[src/rtl/uart_rx_fifo.sv]
// uart_rx_fifo: bus-attached 8N1 UART receiver feeding a small receive FIFO.
// The serial input passes through a two-flop synchronizer. A five-state FSM
// samples every bit at mid-bit and hands each completed byte to the FIFO one
// cycle later. The CPU reads DATA (pop) and STATUS through the cs / bus_addr
// / bus_bytesel peripheral bus.
// Optional feature macro: UART_BREAK_IRQ_EN. When it is defined, a received
// 0x03 raises a break interrupt instead of entering the FIFO.
// "int" is a reserved word in SystemVerilog, so the interrupt request output
// is named intr.
`timescale 1ns/1ps

module uart_rx_fifo #(
  parameter int CLK_DIV = 434,
  parameter int FIFO_AW = 3
) (
  input  logic        clk,
  input  logic        rst,
  input  logic        rx,
  input  logic        cs,
  input  logic [31:0] bus_addr,
  input  logic [31:0] bus_wr_val,
  input  logic [3:0]  bus_bytesel,
  output logic        bus_ack,
  output logic [31:0] bus_data,
  output logic        intr,
  input  logic        intack
);

  localparam int DEPTH = 1 << FIFO_AW;
  localparam int CW    = $clog2(CLK_DIV);
  localparam logic [CW-1:0] HALF_LD = CW'(CLK_DIV / 2 - 1);
  localparam logic [CW-1:0] FULL_LD = CW'(CLK_DIV - 1);

  typedef enum logic [2:0] {
    S_IDLE,
    S_START,
    S_DATA,
    S_STOP,
    S_WAITHI
  } state_t;

  state_t            state_q, state_n;
  logic [CW-1:0]     cnt_q, cnt_n;
  logic [2:0]        bit_q, bit_n;
  logic [7:0]        sh_q, sh_n;
  logic              rx_m, rx_s;
  logic              expired;
  logic              stop_ok;
  logic              ferr_set;

  logic              vld_p1;
  logic [7:0]        byte_p1;

  logic [7:0]        mem [DEPTH];
  logic [FIFO_AW:0]  wr_ptr, rd_ptr;
  logic              full, empty;
  logic              rd_req, wr_req;
  logic              pop, push, push_req, ovr_set;
  logic              is_brk;
  logic              brk_flag;
  logic              ovr_q, ferr_q;
  logic              clr_ovr, clr_ferr;
  logic [31:0]       rd_val;

  // Two-flop synchronizer on the asynchronous serial input (idles high).
  always_ff @(posedge clk or posedge rst) begin
    if (rst) begin
      rx_m <= 1'b1;
      rx_s <= 1'b1;
    end else begin
      rx_m <= rx;
      rx_s <= rx_m;
    end
  end

  assign expired = (cnt_q == '0);

  // Receive FSM next-state logic: bit timing, glitch reject, framing check.
  always_comb begin
    state_n  = state_q;
    cnt_n    = cnt_q;
    bit_n    = bit_q;
    sh_n     = sh_q;
    stop_ok  = 1'b0;
    ferr_set = 1'b0;
    case (state_q)
      S_IDLE: begin
        if (!rx_s) begin
          state_n = S_START;
          cnt_n   = HALF_LD;
        end
      end
      S_START: begin
        if (expired) begin
          if (rx_s) begin
            state_n = S_IDLE;
          end else begin
            state_n = S_DATA;
            cnt_n   = FULL_LD;
            bit_n   = 3'd0;
          end
        end else begin
          cnt_n = cnt_q - CW'(1);
        end
      end
      S_DATA: begin
        if (expired) begin
          sh_n  = {rx_s, sh_q[7:1]};
          cnt_n = FULL_LD;
          bit_n = bit_q + 3'd1;
          if (bit_q == 3'd7) state_n = S_STOP;
        end else begin
          cnt_n = cnt_q - CW'(1);
        end
      end
      S_STOP: begin
        if (expired) begin
          if (rx_s) begin
            stop_ok = 1'b1;
            state_n = S_IDLE;
          end else begin
            ferr_set = 1'b1;
            state_n  = S_WAITHI;
          end
        end else begin
          cnt_n = cnt_q - CW'(1);
        end
      end
      S_WAITHI: begin
        if (rx_s) state_n = S_IDLE;
      end
      default: state_n = S_IDLE;
    endcase
  end

  // Receive FSM control registers.
  always_ff @(posedge clk or posedge rst) begin
    if (rst) begin
      state_q <= S_IDLE;
      cnt_q   <= '0;
      bit_q   <= 3'd0;
    end else begin
      state_q <= state_n;
      cnt_q   <= cnt_n;
      bit_q   <= bit_n;
    end
  end

  // Shift register and push-stage byte: pure data, no reset needed.
  always_ff @(posedge clk) begin
    sh_q    <= sh_n;
    byte_p1 <= sh_q;
  end

  // ---- p1: completed byte is presented to the FIFO one cycle after stop ----
  always_ff @(posedge clk or posedge rst) begin
    if (rst) vld_p1 <= 1'b0;
    else     vld_p1 <= stop_ok;
  end

  assign rd_req = cs & (bus_bytesel != 4'b0001);
  assign wr_req = cs & (bus_bytesel == 4'b0001);

  assign empty = (wr_ptr == rd_ptr);
  assign full  = (wr_ptr[FIFO_AW] != rd_ptr[FIFO_AW]) &&
                 (wr_ptr[FIFO_AW-1:0] == rd_ptr[FIFO_AW-1:0]);

  // Only the first cycle of a cs burst pops, so a long strobe consumes one byte.
  assign pop = rd_req & ~bus_ack & (bus_addr[2:0] == 3'b000) & ~empty;

`ifdef UART_BREAK_IRQ_EN
  assign is_brk = vld_p1 & (byte_p1 == 8'h03);
`else
  assign is_brk = 1'b0;
`endif

  // A pop in the same cycle frees a slot, so a push into a full FIFO still lands.
  assign push_req = vld_p1 & ~is_brk;
  assign push     = push_req & (~full | pop);
  assign ovr_set  = push_req & full & ~pop;

  assign clr_ovr  = wr_req & (bus_addr[2:0] == 3'b100) & bus_wr_val[0];
  assign clr_ferr = wr_req & (bus_addr[2:0] == 3'b100) & bus_wr_val[2];

  // FIFO storage; reads of the old head happen before this write lands.
  always_ff @(posedge clk) begin
    if (push) mem[wr_ptr[FIFO_AW-1:0]] <= byte_p1;
  end

  // FIFO pointers; one extra MSB distinguishes full from empty.
  always_ff @(posedge clk or posedge rst) begin
    if (rst) begin
      wr_ptr <= '0;
      rd_ptr <= '0;
    end else begin
      if (push) wr_ptr <= wr_ptr + 1'b1;
      if (pop)  rd_ptr <= rd_ptr + 1'b1;
    end
  end

  // Sticky error flags: a new event wins over a same-cycle clear.
  always_ff @(posedge clk or posedge rst) begin
    if (rst) begin
      ovr_q  <= 1'b0;
      ferr_q <= 1'b0;
    end else begin
      ovr_q  <= ovr_set  | (ovr_q  & ~clr_ovr);
      ferr_q <= ferr_set | (ferr_q & ~clr_ferr);
    end
  end

`ifdef UART_BREAK_IRQ_EN
  // Break pending: set by a received 0x03; a same-cycle 0x03 beats intack.
  always_ff @(posedge clk or posedge rst) begin
    if (rst) brk_flag <= 1'b0;
    else     brk_flag <= is_brk | (brk_flag & ~intack);
  end
  assign intr = brk_flag;

  logic unused_bits;
  assign unused_bits = ^{bus_addr[31:3], bus_wr_val[31:3], bus_wr_val[1]};
`else
  assign brk_flag = 1'b0;
  assign intr     = 1'b0;

  logic unused_bits;
  assign unused_bits = ^{bus_addr[31:3], bus_wr_val[31:3], bus_wr_val[1],
                         intack, byte_p1 == 8'h03};
`endif

  // Read mux: register selected by address bits [2:0].
  always_comb begin
    rd_val = 32'd0;
    case (bus_addr[2:0])
      3'b000:  if (!empty) rd_val = {24'd0, mem[rd_ptr[FIFO_AW-1:0]]};
      3'b100:  rd_val = {28'd0, brk_flag, ferr_q, ~empty, ovr_q};
      default: rd_val = 32'd0;
    endcase
  end

  // Bus response: ack is cs delayed one cycle; data only on reads.
  always_ff @(posedge clk or posedge rst) begin
    if (rst) begin
      bus_ack  <= 1'b0;
      bus_data <= 32'd0;
    end else begin
      bus_ack  <= cs;
      bus_data <= rd_req ? rd_val : 32'd0;
    end
  end

endmodule

[config.mk]
export PLATFORM = sky130hd
export DESIGN_NAME = uart_rx_fifo
export DESIGN_NICKNAME = d
export VERILOG_FILES = /design/src/rtl/uart_rx_fifo.sv
export SDC_FILE = /design/constraint.sdc
export NUM_CORES = 1
export LEC_CHECK = 0
export ABC_AREA = 1
export ABC_CLOCK_PERIOD_IN_PS = 2300
export CORE_MARGIN = 2
export CORE_UTILIZATION = 51
export DETAILED_ROUTE_END_ITERATION = 10
export PLACE_DENSITY = 0.85
export SLEW_MARGIN = 10
export SYNTH_ARGS = -nofsm -noshare
export SYNTH_HDL_FRONTEND = slang
export SYNTH_SLANG_ARGS = --single-unit
[constraint.sdc]
create_clock -name clk -period 2.3 [get_ports clk]
set_clock_uncertainty 0.05 [all_clocks]
set_input_delay 0.345 -clock clk [delete_from_list [all_inputs] [get_ports clk]]
set_output_delay 0.345 -clock clk [all_outputs]
set_load 0.01 [all_outputs]
==> results.cfg <==
[floorplan]
row_count = 36
fp.dieW_microns = 105
io_pins = 107
fp.dieH_microns = 105
core_area_sq_um = 9860
initial_utilization_pct = 53.1
dieArea_sq_um = 11100

[hold_path]
whs_path_depth = 1
hp-class = input pin to flip-flop

[setup_path]
reg2reg_from = rd_ptr[1]$_DFFE_PP0P_
required_ps = 2490
cp-endpoint = mem[7][1]$_DFFE_PP_
cp-startpoint = rd_ptr[1]$_DFFE_PP0P_
crit_fanout = 10
path_cells = inv_2 > nand2_1 > nand2_1 > nand3_2 > nor2_4 > nand2_4 > nand2_4 > nor2_1 > buf_4
max_stage_delay_ps = 580
worst-path-stages = 9
crit_arrival_ps = 2100
crit_slowest_cell = dfrtp_1
crit_type = flip-flop to flip-flop
rrSetupSlack_ps = 390
ff2ff_path_depth = 9
cp_num_buf_inv = 2
crit_family = simple AND/OR/NAND/NOR gates
cp-end-kind = flip-flop
r2r-end = mem[7][1]$_DFFE_PP_
crit_path_start_kind = flip-flop

[sta]
finalSetupTns_ps = 0
maxSlewHeadroom_pct = 59.3
period_share_pct = 82.9
period_needed_ps = 1910
final-setup-viol-count = 0
worst_pin_slew_ps = 610
slew_violations = 0
fmax_mhz = 524
hold_viol = 0
rsz0062_at_grt = false

[placed_design]
dpl.hpwl_mm = 6.82
portBuffers = 21
routabilityCongestion = 0.849

[detailed_routing]
drt-pass1-iter-count = 5
drt_wl_total_mm = 10.8
drc = 0
drtIter0Drc = 296
wl_per_cell_microns = 15.2
vias = 3729
ant_nets = 0
via_per_inst = 5.26

[power]
power_density_nw_per_um2 = 796
finalPower_mw = 4.91
ir_drop_v = 0.000451
leakage_nw = 2.70

[logic_synthesis]
synth.distinct_cells = 37
syn-instance-count = 517
yosys_warnings = 0
synth-seq-area-share_pct = 62.0
ys_ff_latch = 117
avgSynthCellArea_sq_um = 10.1
syn_area_sq_um = 5240

[global_route]
grt_pass1_wl_mm = 17.4
grt_max_degree = 38
grtUsageTotal_pct = 20.7
antenna_found_initial = 0
grt_overflow = 0
first_global_vias = 3565

[cts]
clk_pin_slew_ps = 60
clock-sinks = 117
cts-root-buf = clkbuf_8
insertion_delay_ps = 520
ctsResizeCount = 0
cts_tree = done
cts_max_path_buffers = 2
ctsHoldBuffers = 0
cts-buffers-inserted = 17
postCtsSetupBuffers = 0
cts_max_level = 4

[layout]
num_antenna_cells = 0
syn_to_final_growth_pct = 17.9
layout_commonest_cell = nand2_1
final_cell_mix = nand2_1, edfxtp_1, nor2_1
drive_above_1_share_pct = 14.1
nets = 642

[status]
status = complete, no violations

[run]
maxCapViolations = 0
[per-layer routing]
metal	track usage, %	wire, microns	up-vias
li1	-	-	1759
met5	0	0	-
met1	24.9	4320	1776
met4	9.33	260	0
met2	34.6	5520	164
met3	5.69	694	30
[worst min-delay path by stage]
stage / to / from / slack, ps
after floorplan: byte_p1[0]$_DFF_P_ / sh_q[0]$_DFFE_PP_ / 270
after global placement: byte_p1[0]$_DFF_P_ / sh_q[0]$_DFFE_PP_ / 280
after detailed placement: byte_p1[0]$_DFF_P_ / sh_q[0]$_DFFE_PP_ / 290
after CTS: rx_m$_DFF_PP1_ / rx / 150
after global routing: rx_m$_DFF_PP1_ / rx / 160
final: rx_m$_DFF_PP1_ / rx / 170
[cell families after synthesis]
kind of cell / synth area share (%)
fa+ha+maj: 1.43
flops: 62.0
buf+inv: 9.03
compound gates: 6.11
simple gates: 20.2
xor+xnor: 1.15
other cells: 0.0716
[power breakdown]
part	total, mW	switching [mW]	leakage, nW	internal, mW
logic	0.0775	0.0492	1.23	0.0283
registers	2.22	0.00410	1.20	2.22
clock network	2.61	0.956	0.279	1.66
[synth_stat cells (all sizes together)]
cell type	number	area share, %
nor2	62	4.9
clkbuf	1	0.072
dfstp	2	1.0
nand2	128	9.9
o21ai	34	3.3
xnor2	2	0.48
o22ai	10	1.2
ha	6	1.4
a21oi	10	1.2
nor3	3	0.38
nand3	42	4.2
nand4	5	0.60
xor2	4	0.67
buf	38	5.3
dfrtp	35	17
inv	51	3.7
o21bai	2	0.36
conb	1	0.072
edfxtp	72	41
nor4	1	0.12
dfxtp	8	3.1
[cell type report]
cell class / count / area, sq um
repair buffers: 42 / 368
fillers: 708 / 3690
flip-flops and latches: 117 / 3250
multi-input cells: 334 / 1610
clock buffers: 18 / 418
well taps: 133 / 166
inverters: 51 / 194
clock inverters: 14 / 174
[sequential cells by signal, summed over array words and instances, names as in the netlist, 3 cells and up]
name / cells
state_q: 3
bit_q: 3
cnt_q: 9
bus_data: 8
byte_p1: 8
mem: 64
sh_q: 8
rd_ptr: 4
wr_ptr: 4
[per-stage QoR]
step | std cells | hold WS (ps) | util [%] | cell area, sq um | setup slack [ps]
after floorplan | 541 | 273 | - | 5330 | 483
final | 709 | 174 | 62.6 | 6180 | 393
after detailed placement | 677 | 289 | 56.6 | 5580 | 41.6
after global placement | 677 | 276 | 56.6 | 5580 | 60.4
after global routing | 709 | 161 | 62.6 | 6180 | 233
after CTS | 709 | 152 | 62.6 | 6180 | 401
No activity file was read; power rests on OpenSTA's default activity.
